==> src/rtl/seg7_pkg.sv <==
// Shared constants for the seven-segment scan driver: segment patterns,
// anode-off value and digit count. All display encodings are active-low.
package seg7_pkg;

  typedef logic [6:0] seg_t;
  typedef logic [3:0] bcd_t;

  localparam int unsigned NUM_DIGITS = 4;

  // Segment order is {g,f,e,d,c,b,a}; a 0 lights the segment.
  localparam seg_t SEG_DIGIT [0:9] = '{
    7'b1000000,  // 0
    7'b1111001,  // 1
    7'b0100100,  // 2
    7'b0110000,  // 3
    7'b0011001,  // 4
    7'b0010010,  // 5
    7'b0000010,  // 6
    7'b1111000,  // 7
    7'b0000000,  // 8
    7'b0010000   // 9
  };

  localparam seg_t       SEG_DASH = 7'b0111111;
  localparam seg_t       SEG_OFF  = 7'b1111111;
  localparam logic [3:0] AN_OFF   = 4'b1111;

endpackage

==> src/rtl/seven_seg_scan_if.sv <==
// Bundle between the code-entry logic (master) and the display driver (slave):
// digit values and edit cursor in, anode/segment/decimal-point pins out.
interface seven_seg_scan_if;

  logic [3:0]       bcd0;
  logic [3:0]       bcd1;
  logic [3:0]       bcd2;
  logic [3:0]       bcd3;
  logic [1:0]       active_digit;
  logic             blink_en;
  logic [3:0]       an;
  seg7_pkg::seg_t   seg;
  logic             dp;

  modport master (
    output bcd0, bcd1, bcd2, bcd3, active_digit, blink_en,
    input  an, seg, dp
  );

  modport slave (
    input  bcd0, bcd1, bcd2, bcd3, active_digit, blink_en,
    output an, seg, dp
  );

endinterface

==> src/rtl/bcd_to_seg7.sv <==
// Combinational BCD to active-low seven-segment decoder; codes above 9 show a dash.
module bcd_to_seg7
  import seg7_pkg::*;
(
  input  bcd_t bcd,
  output seg_t seg
);

  always_comb begin
    seg = SEG_DASH;
    if (bcd < 4'd10) seg = SEG_DIGIT[bcd];
  end

endmodule

==> src/rtl/seven_seg_scan.sv <==
// Multiplexed 4-digit common-anode display driver with per-frame digit snapshot,
// inter-digit blanking and a blinking/decimal-point marker on the edited digit.
module seven_seg_scan
  import seg7_pkg::*;
#(
  parameter int unsigned SCAN_DIV  = 125000,
  parameter int unsigned BLANK_CYC = 1250,
  parameter int unsigned BLINK_DIV = 31250000
) (
  input logic              clk,
  input logic              rst,
  seven_seg_scan_if.slave  bus
);

  localparam int unsigned CW = $clog2(SCAN_DIV);
  localparam int unsigned BW = $clog2(BLINK_DIV);
  localparam logic [CW-1:0] CNT_MAX   = CW'(SCAN_DIV - 1);
  localparam logic [CW-1:0] CNT_BLANK = CW'(BLANK_CYC);
  localparam logic [BW-1:0] BLINK_MAX = BW'(BLINK_DIV - 1);

  logic [CW-1:0] cnt;
  logic [1:0]    d;
  bcd_t          shadow [NUM_DIGITS];
  logic [BW-1:0] bcnt;
  logic          ph;

  logic [3:0]    an_q;
  seg_t          seg_q;
  logic          dp_q;

  bcd_t          shadow_cur;
  seg_t          seg_dec;
  logic          slot_end;
  logic          frame_end;
  logic          is_active;
  logic          visible;

  assign shadow_cur = shadow[d];
  assign slot_end   = (cnt == CNT_MAX);
  assign frame_end  = slot_end && (d == 2'd3);
  assign is_active  = (d == bus.active_digit);
  // Blanking window and the blink-off phase both hide the digit and its point.
  assign visible    = (cnt >= CNT_BLANK) && !(bus.blink_en && ph && is_active);

  bcd_to_seg7 u_dec (
    .bcd (shadow_cur),
    .seg (seg_dec)
  );

  always_ff @(posedge clk or posedge rst) begin
    if (rst) begin
      cnt   <= '0;
      d     <= '0;
      bcnt  <= '0;
      ph    <= 1'b0;
      an_q  <= AN_OFF;
      seg_q <= SEG_OFF;
      dp_q  <= 1'b1;
      for (int unsigned i = 0; i < NUM_DIGITS; i++) shadow[i] <= '0;
    end else begin
      if (slot_end) begin
        cnt <= '0;
        d   <= d + 2'd1;
      end else begin
        cnt <= cnt + 1'b1;
      end

      // Capture on the 3->0 digit transition so a frame never mixes old and new values.
      if (frame_end) begin
        shadow[0] <= bus.bcd0;
        shadow[1] <= bus.bcd1;
        shadow[2] <= bus.bcd2;
        shadow[3] <= bus.bcd3;
      end

      if (bcnt == BLINK_MAX) begin
        bcnt <= '0;
        ph   <= ~ph;
      end else begin
        bcnt <= bcnt + 1'b1;
      end

      an_q  <= visible ? ~(4'b0001 << d) : AN_OFF;
      seg_q <= seg_dec;
      dp_q  <= !(visible && is_active);
    end
  end

  assign bus.an  = an_q;
  assign bus.seg = seg_q;
  assign bus.dp  = dp_q;

endmodule
==> src/flat_wrapper.sv <==
// flat-port wrapper written by rule: the top's interface ports become plain ports
module seven_seg_scan_flat import seg7_pkg::*;
#(
  parameter int unsigned SCAN_DIV  = 125000,
  parameter int unsigned BLANK_CYC = 1250,
  parameter int unsigned BLINK_DIV = 31250000
)
  (clk, rst, bus_bcd0, bus_bcd1, bus_bcd2, bus_bcd3, bus_active_digit, bus_blink_en, bus_an, bus_seg, bus_dp);
  seven_seg_scan_if bus_i ();
  input logic clk;
  input logic rst;
  input wire logic [$bits(bus_i.bcd0)-1:0] bus_bcd0;
  input wire logic [$bits(bus_i.bcd1)-1:0] bus_bcd1;
  input wire logic [$bits(bus_i.bcd2)-1:0] bus_bcd2;
  input wire logic [$bits(bus_i.bcd3)-1:0] bus_bcd3;
  input wire logic [$bits(bus_i.active_digit)-1:0] bus_active_digit;
  input wire logic [$bits(bus_i.blink_en)-1:0] bus_blink_en;
  output wire logic [$bits(bus_i.an)-1:0] bus_an;
  output wire logic [$bits(bus_i.seg)-1:0] bus_seg;
  output wire logic [$bits(bus_i.dp)-1:0] bus_dp;
  assign bus_i.bcd0 = bus_bcd0;
  assign bus_i.bcd1 = bus_bcd1;
  assign bus_i.bcd2 = bus_bcd2;
  assign bus_i.bcd3 = bus_bcd3;
  assign bus_i.active_digit = bus_active_digit;
  assign bus_i.blink_en = bus_blink_en;
  assign bus_an = bus_i.an;
  assign bus_seg = bus_i.seg;
  assign bus_dp = bus_i.dp;
  seven_seg_scan #(.SCAN_DIV(SCAN_DIV), .BLANK_CYC(BLANK_CYC), .BLINK_DIV(BLINK_DIV)) u_core (.clk(clk), .rst(rst), .bus(bus_i));
endmodule
==> config.mk <==
export PLATFORM = sky130hd
export DESIGN_NAME = seven_seg_scan_flat
export DESIGN_NICKNAME = d
export VERILOG_FILES = /design/src/rtl/seg7_pkg.sv /design/src/rtl/seven_seg_scan_if.sv /design/src/rtl/bcd_to_seg7.sv /design/src/rtl/seven_seg_scan.sv /design/src/flat_wrapper.sv
export SDC_FILE = /design/constraint.sdc
export NUM_CORES = 1
export LEC_CHECK = 0
export CAP_MARGIN = 10
export CORE_AREA = 4 4 90 92
export CTS_CLUSTER_SIZE = 25
export DETAILED_ROUTE_END_ITERATION = 10
export DIE_AREA = 0 0 94 96
export GPL_TIMING_DRIVEN = 1
export PLACE_DENSITY = 0.73
export SLEW_MARGIN = 20
export SYNTH_ARGS = -nofsm -noshare
export SYNTH_HDL_FRONTEND = slang
export SYNTH_HIERARCHICAL = 1
export SYNTH_SLANG_ARGS = --single-unit
==> constraint.sdc <==
create_clock -name clk -period 3 [get_ports clk]
set_clock_uncertainty 0.1 [all_clocks]
set_input_delay 0.45 -clock clk [delete_from_list [all_inputs] [get_ports clk]]
set_output_delay 0.45 -clock clk [all_outputs]
set_load 0.05 [all_outputs]
==> results.yml, run 1 <==
outcome:
  status: "completed"
clock_network:
  ctsResizeCount: 0
  cts.clk_slew.worst_paths_ns: 0.08
  cts_buffer_depth: 2
  cts_buffers: 9
  clk_latency_ns: 0.34
  clock-sinks: 73
  htreeDepth: 3
  cts_hold_buf: 0
  cts_setup_buffers: 0
  cts_tree: "done"
  root_buffer: "clkbuf_8"
timing:
  worstMarginPinSlew_ns: 1.060
  fin_crit_sh: 0.7403
  fin_setup_tns_ns: 0
  fmax_ghz: 0.4503
  slew_violations: 0
  slew_headroom: 0.2841
  hold_ws_ns: 0.3844
  min_period_ns: 2.221
  rsz0062_at_grt: "no"
  final_hold_viol_count: 0
  setup_viol: 0
power:
  p_per_area_mw_per_mm2: 453.2
  p_leak_nw: 1.765
  ir_worst_vdd_uv: 350.0
  switching_power_mw: 0.4498
  internal_power_mw: 1.451
  pwr-share-seq: 0.534
  clkPwrFrac: 0.394
  comb_power_share: 0.072
  swShare: 0.2366
global_routing:
  grt_pass1_wl_um: 11280
  first_global_vias: 2407
  overflow: 0
  antenna_found_initial: 0
  grt_usage: 0.1614
  grt_start_max_net_pins: 47
yosys:
  synthesis.nets: 348
  synth_edf_count: 0
  synth-xor-area-share: 0.07582
  synth_compound_area_frac: 0.05765
  synthAdderAreaFrac: 0.04193
  synth_mux_area_frac: 0.08770
  ys_warn_count: 6
  synth-async-reset-ratio: 1.000
  ys_seq_area_frac: 0.5143
  synth-simple-area-share: 0.1939
  synth_top_family_by_area: "simple AND/OR/NAND/NOR gates"
  syn-instance-count: 315
  synth_flop_cell: "dfrtp_1"
  ys_types: 52
  syn_avg_cell_area_um2: 11.37
  syn_area_mm2: 0.003581
  ys_ff_latch: 73
hold_path:
  hold_class: "reg2reg"
  hold_depth: 1
place:
  dp.final_hpwl_um: 4772
  io_buffers: 32
  routabilityCongestion: 0.8356
final_layout:
  drive_gt1_frac: 0.1944
  syn_to_final_growth_pct: 17.12
  fillers: 603
  fin_nets: 383
  antennaDiodeCount: 0
critical_path:
  worstPathRequired_ns: 2.45
  critPathLaunchType: "flip-flop"
  cp_slowest_stage_delay_ns: 0.80
  crit_buf_inv: 1
  cp.depth: 1
  cp_max_fo: 1
  slowest_stage: "clkdlybuf4s50_1"
  worstSetupPathType: "reg2out"
  cp_top_family: "buffers and inverters"
  ff2ff_path_depth: 5
  arrival_ns: 1.67
  cp_cell_sequence: "clkdlybuf4s50_1"
  endpoint_kind: "output pin"
die:
  die_w_um: 94
  dieArea_mm2: 0.009024
  coreArea_mm2: 0.007214
  start_util: 0.4964
  std_cell_rows: 31
  pin_count: 33
  die_y_um: 96
route:
  ant_nets: 0
  met1_length_um: 3079
  num_vias: 2425
  dr.pass1.iters: 4
  remaining_drc_errors: 0
  dr_wl_met2_um: 3337
  totalWireLength_um: 6688
  avgViaCountPerCell: 5.341
  wl_per_cell_um: 14.73
  topRoutingLayerUsed: "met4"
  drt_iter0_markers: 79
  wl_met3_um: 200
run:
  maxCapViolations: 0
cell type report:
cell class / count / area (um^2) / area share
flip-flops and latches: 73 / 1842 / 0.4391
multi-input cells: 219 / 1637 / 0.3902
repair buffers: 34 / 347.8 / 0.08294
clock buffers: 9 / 123.9 / 0.02953
well taps: 99 / 123.9 / 0.02953
clock inverters: 7 / 71.32 / 0.01700
inverters: 13 / 48.80 / 0.01163
per-stage QoR:
step	instances	util	total power [mW]	setup slack [ns]	instance area (um^2)
2_1_floorplan	315	-	1.115	0.6166	3581
3_3_place_gp	438	0.5543	1.169	0.8453	3999
3_5_place_dp	438	0.5543	1.173	0.8111	3999
4_1_cts	454	0.5813	1.933	0.7477	4194
5_1_grt	454	0.5813	1.983	0.6624	4194
6_report	454	0.5813	1.901	0.7792	4194
power groups by stage:
stage          Sequential (mW)  Clock (mW)  Combinational, mW
2_1_floorplan             1.06           0             0.0528
3_3_place_gp              1.03           0              0.136
3_5_place_dp              1.03           0              0.138
4_1_cts                   1.02       0.778              0.139
5_1_grt                   1.02       0.819              0.147
6_report                  1.02       0.749              0.136
flip-flops by register name (all words and copies together), names as in the netlist:
signal / flops
u_core/bus.dp: 1
u_core/bus.an: 4
u_core/bcnt: 25
u_core/ph: 1
u_core/cnt: 17
u_core/bus.seg: 7
u_core/shadow: 16
u_core/d: 2
worst paths after layout:
path,startpoint,to,slack [ns]
min in group asynchronous,rst,u_core/cnt[7]$_DFF_PP0_,0.40
max reg2reg,u_core/bcnt[0]$_DFF_PP0_,u_core/bcnt[24]$_DFF_PP0_,0.79
min reg2reg,u_core/cnt[0]$_DFF_PP0_,u_core/cnt[0]$_DFF_PP0_,0.38
max,u_core/bus.an[3]$_DFF_PP1_,bus_an[3],0.78
max in group asynchronous,rst,u_core/bus.an[2]$_DFF_PP1_,1.70
min,u_core/cnt[0]$_DFF_PP0_,u_core/cnt[0]$_DFF_PP0_,0.38
layout by cell type (no fill, tap or decap), types with 3 or more instances in the layout:
cell type	n
mux4_2	4
nand4_1	6
or4_4	3
mux2_2	16
o31ai_1	3
dfstp_2	12
a21oi_1	6
clkdlybuf4s50_1	32
clkbuf_8	9
nor2b_1	4
o21ai_0	10
inv_1	11
mux2i_1	3
and2_1	3
xor2_1	17
dfrtp_1	61
nand2_1	17
or4_1	7
and4_1	3
nor3_1	7
clkinvlp_4	3
nor2_1	24
ha_1	12
and3_1	5
nand3_1	22
xnor2_1	14
nor4_1	4
layer usage:
layer | vias up | track usage
met4 | 0 | 0.05295
met1 | 1193 | 0.2112
met3 | 5 | 0.04926
met5 | - | 0
met2 | 36 | 0.2578
li1 | 1191 | -
synthesized netlist by cell type (2+ instances only):
master,count,area share
a21oi_2,2,0.0049
mux4_2,4,0.025
o21ai_0,10,0.014
and4_1,3,0.0073
nor2_1,24,0.025
nor2b_1,4,0.0070
or4_1,7,0.015
inv_1,12,0.013
clkbuf_1,4,0.0042
nand4_1,6,0.010
o31ai_1,3,0.0063
or3_1,2,0.0035
mux2_2,16,0.050
and2_1,3,0.0052
and4b_1,2,0.0056
o21ai_1,2,0.0028
and3_1,5,0.0087
xnor2_1,14,0.034
nor4_1,4,0.0070
ha_1,12,0.042
or3_2,2,0.0042
nand2_1,17,0.018
mux2i_1,3,0.0084
nand3_1,22,0.031
buf_2,4,0.0056
or4_4,3,0.0094
a21oi_1,6,0.0084
nor3_1,7,0.0098
dfrtp_1,61,0.43
dfstp_2,12,0.088
a22oi_1,2,0.0042
xor2_1,17,0.042
cell families (layout without fill, tap and decap cells):
kind of cell / after synthesis / after routing
compound gates: 31 / 31
xor+xnor: 31 / 31
fa+ha+maj: 12 / 12
buf+inv: 23 / 63
flops: 73 / 73
mux: 24 / 24
simple gates: 121 / 121
Note: power is estimated with default switching activity, not from simulation.
==> run 2, diff against run 1 <==
Settings changed: PLACE_DENSITY 0.73 to 0.75.
Clock period 3 ns to 1.8 ns, I/O delays scaled along.
==> results.yml, run 2 (synthesized netlist as in run 1, its figures left out) <==
die:
  die_y_um: 96
  start_util: 0.4964
  die_w_um: 94
  std_cell_rows: 31
  pin_count: 33
  dieArea_mm2: 0.009024
  coreArea_mm2: 0.007214
critical_path:
  cp_top_family: "simple AND/OR/NAND/NOR gates"
  ff2ff_path_depth: 5
  worstPathRequired_ns: 1.97
  arrival_ns: 2.15
  worstReg2RegEnd: "u_core/ph$_DFFE_PP0N_"
  cp_slowest_stage_delay_ns: 0.53
  critPathLaunchType: "flip-flop"
  crit_buf_inv: 1
  cp_max_fo: 5
  cp_cell_sequence: "or4_1 -> or4_4 -> nor2_4 -> buf_6 -> xor2_1"
  rrSetupSlack_ns: -0.18
  endpoint_kind: "flip-flop"
  r2r-start: "u_core/bcnt[8]$_DFF_PP0_"
  worstSetupPathType: "reg2reg"
  cp.depth: 5
  slowest_stage: "or4_1"
place:
  io_buffers: 32
  routabilityCongestion: 0.8213
  post-place-cells: 491
  dp.final_hpwl_um: 5515
route:
  remaining_drc_errors: 0
  wl_met3_um: 251
  totalWireLength_um: 8569
  drt_iter0_markers: 94
  avgViaCountPerCell: 5.432
  wl_per_cell_um: 16.45
  topRoutingLayerUsed: "met4"
  dr.pass1.iters: 4
  dr_wl_met2_um: 4495
  num_vias: 2830
  ant_nets: 0
  met1_length_um: 3654
final_layout:
  syn_to_final_growth_pct: 42.87
  fin_nets: 450
  most-common-layout-cells: "buf_4, dfrtp_1, clkdlybuf4s50_1, nand3_1, xor2_1"
  largest_reg_flops: 25
  final_common_cell: "buf_4"
  top_regs: "u_core/bcnt x25, u_core/cnt x17, u_core/shadow x16"
  drive_gt1_frac: 0.4905
  final_core_util: 0.7092
  antennaDiodeCount: 0
  final_cells: 521
  top_register: "u_core/bcnt"
timing:
  fin_ws_ns: -0.1780
  fin_crit_sh: 1.099
  hold_ws_ns: 0.1688
  fmax_ghz: 0.5056
  rsz0062_at_grt: "yes"
  worstMarginPinSlew_ns: 0.4163
  min_period_ns: 1.978
  slew_headroom: 0.7219
  final_hold_viol_count: 0
  slew_violations: 0
  setup_viol: 22
run:
  maxCapViolations: 0
outcome:
  violations: "setup timing"
  status: "finished, violations left"
clock_network:
  cts_tree: "done"
  clock-sinks: 73
  cts_buffer_depth: 2
  root_buffer: "clkbuf_8"
  htreeDepth: 3
  cts_buffers: 9
  cts.clk_slew.worst_paths_ns: 0.09
  cts_hold_buf: 0
  clk_latency_ns: 0.35
global_routing:
  grt_usage: 0.1909
  grt_pass1_wl_um: 13280
  first_global_vias: 2870
  overflow: 0
  grt_start_max_net_pins: 34
  antenna_found_initial: 0
power:
  p_per_area_mw_per_mm2: 661.9
  p_leak_nw: 2.210
  ir_worst_vdd_uv: 467.9
hold_path:
  hold_class: "in2async"
[run 2: metal layers]
layer | up-vias | track usage
li1 | 1328 | -
met1 | 1445 | 0.2351
met2 | 44 | 0.3229
met3 | 13 | 0.03675
met4 | 0 | 0.09386
met5 | - | 0
[run 2: timing repair]
action / CTS / global route
endpoints found under the setup margin: 55 / 60
buffers inserted: 9 / 4
gates cloned: 2 / 0
pin swaps: 10 / 14
resized for setup: 31 / 56
[run 2: where the power goes]
part,internal (mW),switching [mW]
Clock,0.785,0.639
Combinational,0.126,0.143
Sequential,1.68,0.0127
[run 2: area by class of cell]
| cell class | instances | area [um^2] |
|---|---|---|
| clock buffer | 10 | 127.6 |
| clock inverter | 6 | 92.59 |
| fill | 506 | 2098 |
| inverter | 13 | 52.55 |
| multi-input combinational | 220 | 1976 |
| sequential | 73 | 1848 |
| tap | 99 | 123.9 |
| timing repair buffer | 100 | 895.9 |
[run 2: how the worst max path moves through the flow]
stage | startpoint | endpoint
5_1_grt | u_core/bcnt[8]$_DFF_PP0_ | u_core/ph$_DFFE_PP0N_
3_5_place_dp | u_core/bcnt[1]$_DFF_PP0_ | u_core/bcnt[24]$_DFF_PP0_
2_1_floorplan | u_core/bcnt[0]$_DFF_PP0_ | u_core/bcnt[24]$_DFF_PP0_
6_report | u_core/bcnt[8]$_DFF_PP0_ | u_core/ph$_DFFE_PP0N_
4_1_cts | u_core/bcnt[1]$_DFF_PP0_ | u_core/bcnt[24]$_DFF_PP0_
3_3_place_gp | u_core/bcnt[1]$_DFF_PP0_ | u_core/bcnt[24]$_DFF_PP0_
[run 2: per-stage QoR]
| step | power (mW) | TNS (ns) | worst slack (ns) | area, um^2 |
|---|---|---|---|---|
| 4_1_cts | 3.394 | -2.161 | -0.1615 | 4860 |
| 2_1_floorplan | 1.862 | -1.586 | -0.1926 | 3660 |
| 3_3_place_gp | 1.959 | -2.986 | -0.1462 | 4442 |
| 6_report | 3.386 | -2.683 | -0.1780 | 5116 |
| 5_1_grt | 3.500 | -4.732 | -0.2222 | 5116 |
| 3_5_place_dp | 1.966 | -4.852 | -0.2300 | 4442 |
[run 2: worst reg2reg max path: stages (launching register included)]
cell and delay, ns:
dfrtp_1 0.40, or4_1 0.53, or4_4 0.45, nor2_4 0.15, buf_6 0.15, xor2_1 0.13
